$ cat config.mk
export PLATFORM = sky130hd
export DESIGN_NAME = calc_core_seq_flat
export DESIGN_NICKNAME = d
export VERILOG_FILES = /design/src/rtl/calc_pkg.sv /design/src/rtl/calc_core_seq_if.sv /design/src/rtl/calc_mul_seq.sv /design/src/rtl/calc_core_seq.sv /design/src/flat_wrapper.sv
export SDC_FILE = /design/constraint.sdc
export NUM_CORES = 1
export LEC_CHECK = 0
export CAP_MARGIN = 20
export CORE_MARGIN = 2
export CORE_UTILIZATION = 59
export CTS_BUF_LIST = sky130_fd_sc_hd__clkbuf_8
export CTS_CLUSTER_SIZE = 12
export DETAILED_ROUTE_END_ITERATION = 10
export PLACE_DENSITY = 0.87
export SYNTH_ARGS = -nofsm -noshare
export SYNTH_HDL_FRONTEND = slang
export SYNTH_SLANG_ARGS = --single-unit
$ cat constraint.sdc
create_clock -name clk -period 3.67 [get_ports clk]
set_input_delay 0.734 -clock clk [delete_from_list [all_inputs] [get_ports clk]]
set_output_delay 0.734 -clock clk [all_outputs]
set_load 0.01 [all_outputs]
$ cat src/rtl/calc_pkg.sv
// Shared opcode and state encodings for the sequential calculator core.
// State values double as the 4-bit display code driven on cs.
package calc_pkg;

  localparam logic [1:0] OP_ADD = 2'b00;
  localparam logic [1:0] OP_SUB = 2'b01;
  localparam logic [1:0] OP_AND = 2'b10;
  localparam logic [1:0] OP_MUL = 2'b11;

  typedef enum logic [3:0] {
    S_IDLE = 4'd0,
    S_EXEC = 4'd1,
    S_MUL  = 4'd2,
    S_DONE = 4'd3
  } state_t;

endpackage

$ cat src/rtl/calc_core_seq_if.sv
// Request/result bundle between the switch/button front end and the calculator core.
interface calc_core_seq_if #(
  parameter int WIDTH = 4
);
  logic                 adv;
  logic                 go;
  logic [WIDTH-1:0]     in1;
  logic [WIDTH-1:0]     in2;
  logic [1:0]           op;
  logic [2*WIDTH-1:0]   out;
  logic                 ovf;
  logic                 done;
  logic                 busy;
  logic [3:0]           cs;

  modport master (
    output adv, go, in1, in2, op,
    input  out, ovf, done, busy, cs
  );

  modport slave (
    input  adv, go, in1, in2, op,
    output out, ovf, done, busy, cs
  );
endinterface

$ cat src/rtl/calc_mul_seq.sv
// Shift-add multiplier: one partial product per enabled step, WIDTH steps per product.
// product is the accumulator value after the current step, so it is final when last=1.
module calc_mul_seq #(
  parameter int WIDTH = 4
) (
  input  logic                 clk,
  input  logic                 rst,
  input  logic                 start,
  input  logic                 step_en,
  input  logic [WIDTH-1:0]     a,
  input  logic [WIDTH-1:0]     b,
  output logic [2*WIDTH-1:0]   product,
  output logic                 last
);
  localparam int CNT_W = $clog2(WIDTH + 1);
  localparam logic [CNT_W-1:0] CNT_INIT = CNT_W'(WIDTH);

  logic [2*WIDTH-1:0] acc;
  logic [WIDTH-1:0]   mplr;
  logic [CNT_W-1:0]   cnt;
  logic [CNT_W-1:0]   shamt;
  logic [2*WIDTH-1:0] addend;
  logic [2*WIDTH-1:0] acc_nxt;

  // Bit weight of the multiplier LSB grows as the counter runs down.
  assign shamt   = CNT_INIT - cnt;
  assign addend  = {{WIDTH{1'b0}}, a} << shamt;
  assign acc_nxt = mplr[0] ? (acc + addend) : acc;
  assign product = acc_nxt;
  assign last    = (cnt == CNT_W'(1));

  always_ff @(posedge clk or posedge rst) begin
    if (rst) begin
      acc  <= '0;
      mplr <= '0;
      cnt  <= '0;
    end else if (start) begin
      acc  <= '0;
      mplr <= b;
      cnt  <= CNT_INIT;
    end else if (step_en && (cnt != '0)) begin
      acc  <= acc_nxt;
      mplr <= mplr >> 1;
      cnt  <= cnt - CNT_W'(1);
    end
  end

endmodule

$ cat src/rtl/calc_core_seq.sv
// Calculator core: operand capture, single-cycle ADD/SUB/AND, multi-cycle MUL,
// optionally stepped by the adv pulse instead of every clock.
module calc_core_seq
  import calc_pkg::*;
#(
  parameter int WIDTH       = 4,
  parameter int SINGLE_STEP = 0
) (
  input  logic            clk,
  input  logic            rst,
  calc_core_seq_if.slave  bus
);
  state_t               state;
  logic [WIDTH-1:0]     a_q;
  logic [WIDTH-1:0]     b_q;
  logic [1:0]           op_q;
  logic [2*WIDTH-1:0]   out_q;
  logic                 ovf_q;
  logic                 act;
  logic                 mul_start;
  logic                 mul_step;
  logic                 mul_last;
  logic [2*WIDTH-1:0]   mul_product;

  // Returns {ovf, out} for the single-cycle opcodes.
  function automatic logic [2*WIDTH:0] alu_result(input logic [1:0] opc,
                                                  input logic [WIDTH-1:0] a,
                                                  input logic [WIDTH-1:0] b);
    logic [WIDTH:0]   s;
    logic [2*WIDTH:0] res;
    s   = '0;
    res = '0;
    case (opc)
      OP_ADD: begin
        s   = {1'b0, a} + {1'b0, b};
        res = {s[WIDTH], {(WIDTH-1){1'b0}}, s};
      end
      OP_SUB: begin
        s   = {1'b0, a} - {1'b0, b};
        res = {s[WIDTH], {WIDTH{1'b0}}, s[WIDTH-1:0]};
      end
      OP_AND:  res = {1'b0, {WIDTH{1'b0}}, a & b};
      default: res = '0;
    endcase
    return res;
  endfunction

  assign act       = (SINGLE_STEP != 0) ? bus.adv : 1'b1;
  assign mul_start = act && (state == S_EXEC) && (op_q == OP_MUL);
  assign mul_step  = act && (state == S_MUL);

  calc_mul_seq #(.WIDTH(WIDTH)) u_mul (
    .clk     (clk),
    .rst     (rst),
    .start   (mul_start),
    .step_en (mul_step),
    .a       (a_q),
    .b       (b_q),
    .product (mul_product),
    .last    (mul_last)
  );

  always_ff @(posedge clk or posedge rst) begin
    if (rst) begin
      state <= S_IDLE;
      a_q   <= '0;
      b_q   <= '0;
      op_q  <= '0;
      out_q <= '0;
      ovf_q <= 1'b0;
    end else if (act) begin
      case (state)
        S_IDLE: if (bus.go) begin
          a_q   <= bus.in1;
          b_q   <= bus.in2;
          op_q  <= bus.op;
          state <= S_EXEC;
        end
        S_EXEC: if (op_q == OP_MUL) begin
          state <= S_MUL;
        end else begin
          {ovf_q, out_q} <= alu_result(op_q, a_q, b_q);
          state          <= S_DONE;
        end
        S_MUL: if (mul_last) begin
          out_q <= mul_product;
          ovf_q <= 1'b0;
          state <= S_DONE;
        end
        // Leaving DONE needs go low, so a held go cannot retrigger.
        S_DONE: if (!bus.go) state <= S_IDLE;
        default: state <= S_IDLE;
      endcase
    end
  end

  assign bus.out  = out_q;
  assign bus.ovf  = ovf_q;
  assign bus.cs   = state;
  assign bus.done = (state == S_DONE);
  assign bus.busy = (state == S_EXEC) || (state == S_MUL);

endmodule
$ cat src/flat_wrapper.sv
// flat-port wrapper written by rule: the top's interface ports become plain ports
module calc_core_seq_flat import calc_pkg::*;
#(
  parameter int WIDTH       = 4,
  parameter int SINGLE_STEP = 0
)
  (clk, rst, bus_adv, bus_go, bus_in1, bus_in2, bus_op, bus_out, bus_ovf, bus_done, bus_busy, bus_cs);
  calc_core_seq_if #(.WIDTH(WIDTH)) bus_i ();
  input  logic clk;
  input  logic rst;
  input wire logic [$bits(bus_i.adv)-1:0] bus_adv;
  input wire logic [$bits(bus_i.go)-1:0] bus_go;
  input wire logic [$bits(bus_i.in1)-1:0] bus_in1;
  input wire logic [$bits(bus_i.in2)-1:0] bus_in2;
  input wire logic [$bits(bus_i.op)-1:0] bus_op;
  output wire logic [$bits(bus_i.out)-1:0] bus_out;
  output wire logic [$bits(bus_i.ovf)-1:0] bus_ovf;
  output wire logic [$bits(bus_i.done)-1:0] bus_done;
  output wire logic [$bits(bus_i.busy)-1:0] bus_busy;
  output wire logic [$bits(bus_i.cs)-1:0] bus_cs;
  assign bus_i.adv = bus_adv;
  assign bus_i.go = bus_go;
  assign bus_i.in1 = bus_in1;
  assign bus_i.in2 = bus_in2;
  assign bus_i.op = bus_op;
  assign bus_out = bus_i.out;
  assign bus_ovf = bus_i.ovf;
  assign bus_done = bus_i.done;
  assign bus_busy = bus_i.busy;
  assign bus_cs = bus_i.cs;
  calc_core_seq #(.WIDTH(WIDTH), .SINGLE_STEP(SINGLE_STEP)) u_core (.clk(clk), .rst(rst), .bus(bus_i));
endmodule
==> reports/metrics.yaml <==
outcome: "complete, no violations"
grt_max_degree: 20
die_x_um: 70.4
via_count: 2204
dominantRegCellSynth: "sky130_fd_sc_hd__dfrtp_1"
netlist_area_mm2: 0.00260
fillCellCount: 356
total_power_after_layout_uw: 3220
postSynthRegisterBits: 36
cts_tree: "built"
worst_ep_required_time_ns: 3.89
seqCellArea_um2: 901
cts_hold_buffers: 0
dieHeight_um: 70.4
hold_viol: 0
netlist_top_cells_area: "sky130_fd_sc_hd__dfrtp_1, sky130_fd_sc_hd__ha_1, sky130_fd_sc_hd__mux2_2"
max_slew_violation_count: 0
timing.hold.ws_ns: 0.479
final.setup_skew_ns: 0.00611
postCtsSetupRepairBufs: 0
largest_area_contributor_in_the_netlist: "sky130_fd_sc_hd__dfrtp_1"
synth.avg_cell_area_um2: 8.98
worst_hold_path_type: "register to register"
finalSetupViolations: 0
num_clock_sinks: 36
synthToLayoutAreaGrowth_pct: 14.3
worstSkewPairLatency_ns: 0.29
max-vdd-ir-drop_v: 0.000623
die_area_mm2: 0.00496
insertedDiodeCount: 0
min_period_over_period_pct: 86.5
netlist_top_cells_count: "sky130_fd_sc_hd__dfrtp_1, sky130_fd_sc_hd__nand2_1, sky130_fd_sc_hd__inv_1"
crit_path_launch_type: "register"
first_pass_iters: 6
synth_warnings: 0
drv.max_cap_violation_count: 0
placement_rows: 24
cp.arrival_ns: 3.39
fin_tns_setup_ns: 0
worstSetupPathType: "register to register"
io_pins: 29
grt_use_total_pct: 24.7
static-leakage-power_uw: 0.00133
numCtsBuffers: 5
start_util_pct: 60.7
core_box_area_mm2: 0.00429
wirelength_um: 5610
dp_worst_setup_slack_ns: 0.541
syn-instance-count: 290
grt_setup_unrepaired: "no"
cts_resized: 0
synth_cell_types: 51
proportion_of_synthesized_chip_area_in_sequential_cells_pct: 34.6
worstPathMaxFanout: 8
design.final.nets: 353
routed_wire_length_per_instance_um: 15.3
clock_tree.root_cell: "sky130_fd_sc_hd__clkbuf_8"
cts.htree.levels: 2
overflow: 0
hpwl_um: 4340
drtIter0Drc: 220
crit_path_end_kind: "register"
max-slew-margin-rel_pct: 54.4
multiInputGateArea_mm2: 0.00155
synth-edff-count: 0
drt_drc: 0
synth_top_cell_area_share_pct: 34.6
tightest_slew_ns: 0.683
synth_most_common_cell: "sky130_fd_sc_hd__dfrtp_1"
buffers_added_on_ports: 25
fin_ws_ns: 0.495
final_layout_size_suffix_gt1_share_pct: 9.52
regToRegSetupSlack_ns: 0.49
power.density_cell_area_mw_per_mm2: 1080
gpl.final_weighted_congestion: 0.937
final.min_clock_period_ns: 3.18
grt_pass1_wl_um: 9780
antenna_found_initial: 0
achievable-frequency_mhz: 315
number_of_routed_nets_with_antenna_violations: 0
grt_pass1_vias: 2186
clock_path_buffers: 2
synthArstFlopShare_pct: 100
vias_per_cell: 6.01
clkSlewWorstSetupHoldPaths_ns: 0.08
==> cells by family after synthesis <==
group,Yosys count,share of synthesized area (%)
flip-flops,36,34.6
multiplexers,21,9.13
AO/OA/AOI/OAI,80,19.5
XOR/XNOR,4,2.07
adder cells (fa/ha/maj),25,12.9
AND/OR/NAND/NOR,86,15.8
other,1,0.144
buffers and inverters,37,5.96
==> critical path, stage by stage, from the launching register on <==
cell,delay [ns]
sky130_fd_sc_hd__dfrtp_1,0.54
sky130_fd_sc_hd__inv_1,0.13
sky130_fd_sc_hd__ha_1,0.22
sky130_fd_sc_hd__ha_1,0.42
sky130_fd_sc_hd__nand2b_1,0.10
sky130_fd_sc_hd__nor2_1,0.12
sky130_fd_sc_hd__ha_1,0.18
sky130_fd_sc_hd__inv_1,0.05
sky130_fd_sc_hd__fa_1,0.40
sky130_fd_sc_hd__nor2b_1,0.16
sky130_fd_sc_hd__o21ai_0,0.13
sky130_fd_sc_hd__a2111oi_0,0.39
sky130_fd_sc_hd__a311oi_1,0.10
sky130_fd_sc_hd__o21ai_0,0.16
==> power by group <==
group | internal, µW | switching (µW)
clock network | 150 | 148
logic | 972 | 1150
registers | 575 | 229
==> registers in the layout (all words and copies together), names as in the netlist <==
signal	flops
u_core.a_q	4
u_core.op_q	2
u_core.bus.ovf	1
u_core.bus.out	8
u_core.u_mul.mplr	4
u_core.b_q	4
u_core.bus.cs	2
u_core.u_mul.cnt	3
u_core.u_mul.acc	8
==> cell usage in the layout, fill, tap and decap left out, types with 3 or more instances in the layout <==
master,count
sky130_fd_sc_hd__a2111oi_0,3
sky130_fd_sc_hd__a211oi_1,9
sky130_fd_sc_hd__a21oi_1,19
sky130_fd_sc_hd__a31oi_1,5
sky130_fd_sc_hd__buf_4,3
sky130_fd_sc_hd__clkbuf_8,6
sky130_fd_sc_hd__clkdlybuf4s50_1,25
sky130_fd_sc_hd__dfrtp_1,36
sky130_fd_sc_hd__fa_1,3
sky130_fd_sc_hd__ha_1,22
sky130_fd_sc_hd__inv_1,24
sky130_fd_sc_hd__mux2_2,12
sky130_fd_sc_hd__mux2i_1,8
sky130_fd_sc_hd__nand2_1,31
sky130_fd_sc_hd__nand2b_1,3
sky130_fd_sc_hd__nand3_1,4
sky130_fd_sc_hd__nor2_1,19
sky130_fd_sc_hd__nor2b_1,9
sky130_fd_sc_hd__nor3_1,6
sky130_fd_sc_hd__o211ai_1,4
sky130_fd_sc_hd__o21a_1,3
sky130_fd_sc_hd__o21ai_0,23
sky130_fd_sc_hd__or3_1,4
==> metal layers <==
metal | vias to the layer above | global-route usage [%] | share of wire, %
met2 | 70 | 40.9 | 49
met1 | 1047 | 32.4 | 45
met3 | 11 | 3.90 | 5.2
met4 | 0 | 9.40 | 1.4
li1 | 1076 | - | -
met5 | - | 0 | 0
==> area by class of cell <==
cell class,count,area share (%)
multi-input cells,218,52.1
flip-flops and latches,36,30.3
clock inverters,2,0.336
clock buffers,6,2.77
inverters,25,3.15
well taps,52,2.18
repair buffers,28,9.16
==> through the flow <==
step                util, %  cell area (µm²)  instances
finish                 69.3             2980        367
global route           69.3             2980        367
CTS                    69.3             2980        367
detailed placement     67.2             2890        359
global placement       67.2             2890        359
floorplan                 -             2610        291
==> worst paths after layout <==
path                                                 startpoint                                to  depth (start not counted)
worst max-delay path            u_core.u_mul.cnt[0]$_DFFE_PP0P_     u_core.bus.out[4]$_DFFE_PP0P_                         13
worst min-delay path              u_core.bus.out[4]$_DFFE_PP0P_     u_core.bus.out[4]$_DFFE_PP0P_                          2
worst max register to register  u_core.u_mul.cnt[0]$_DFFE_PP0P_     u_core.bus.out[4]$_DFFE_PP0P_                         13
worst min register to register    u_core.bus.out[4]$_DFFE_PP0P_     u_core.bus.out[4]$_DFFE_PP0P_                          2
max in group asynchronous                                   rst  u_core.u_mul.mplr[2]$_DFFE_PP0P_                          3
min in group asynchronous                                   rst        u_core.op_q[0]$_DFFE_PP0P_                          2
Note: power is estimated with default switching activity, not from simulation.
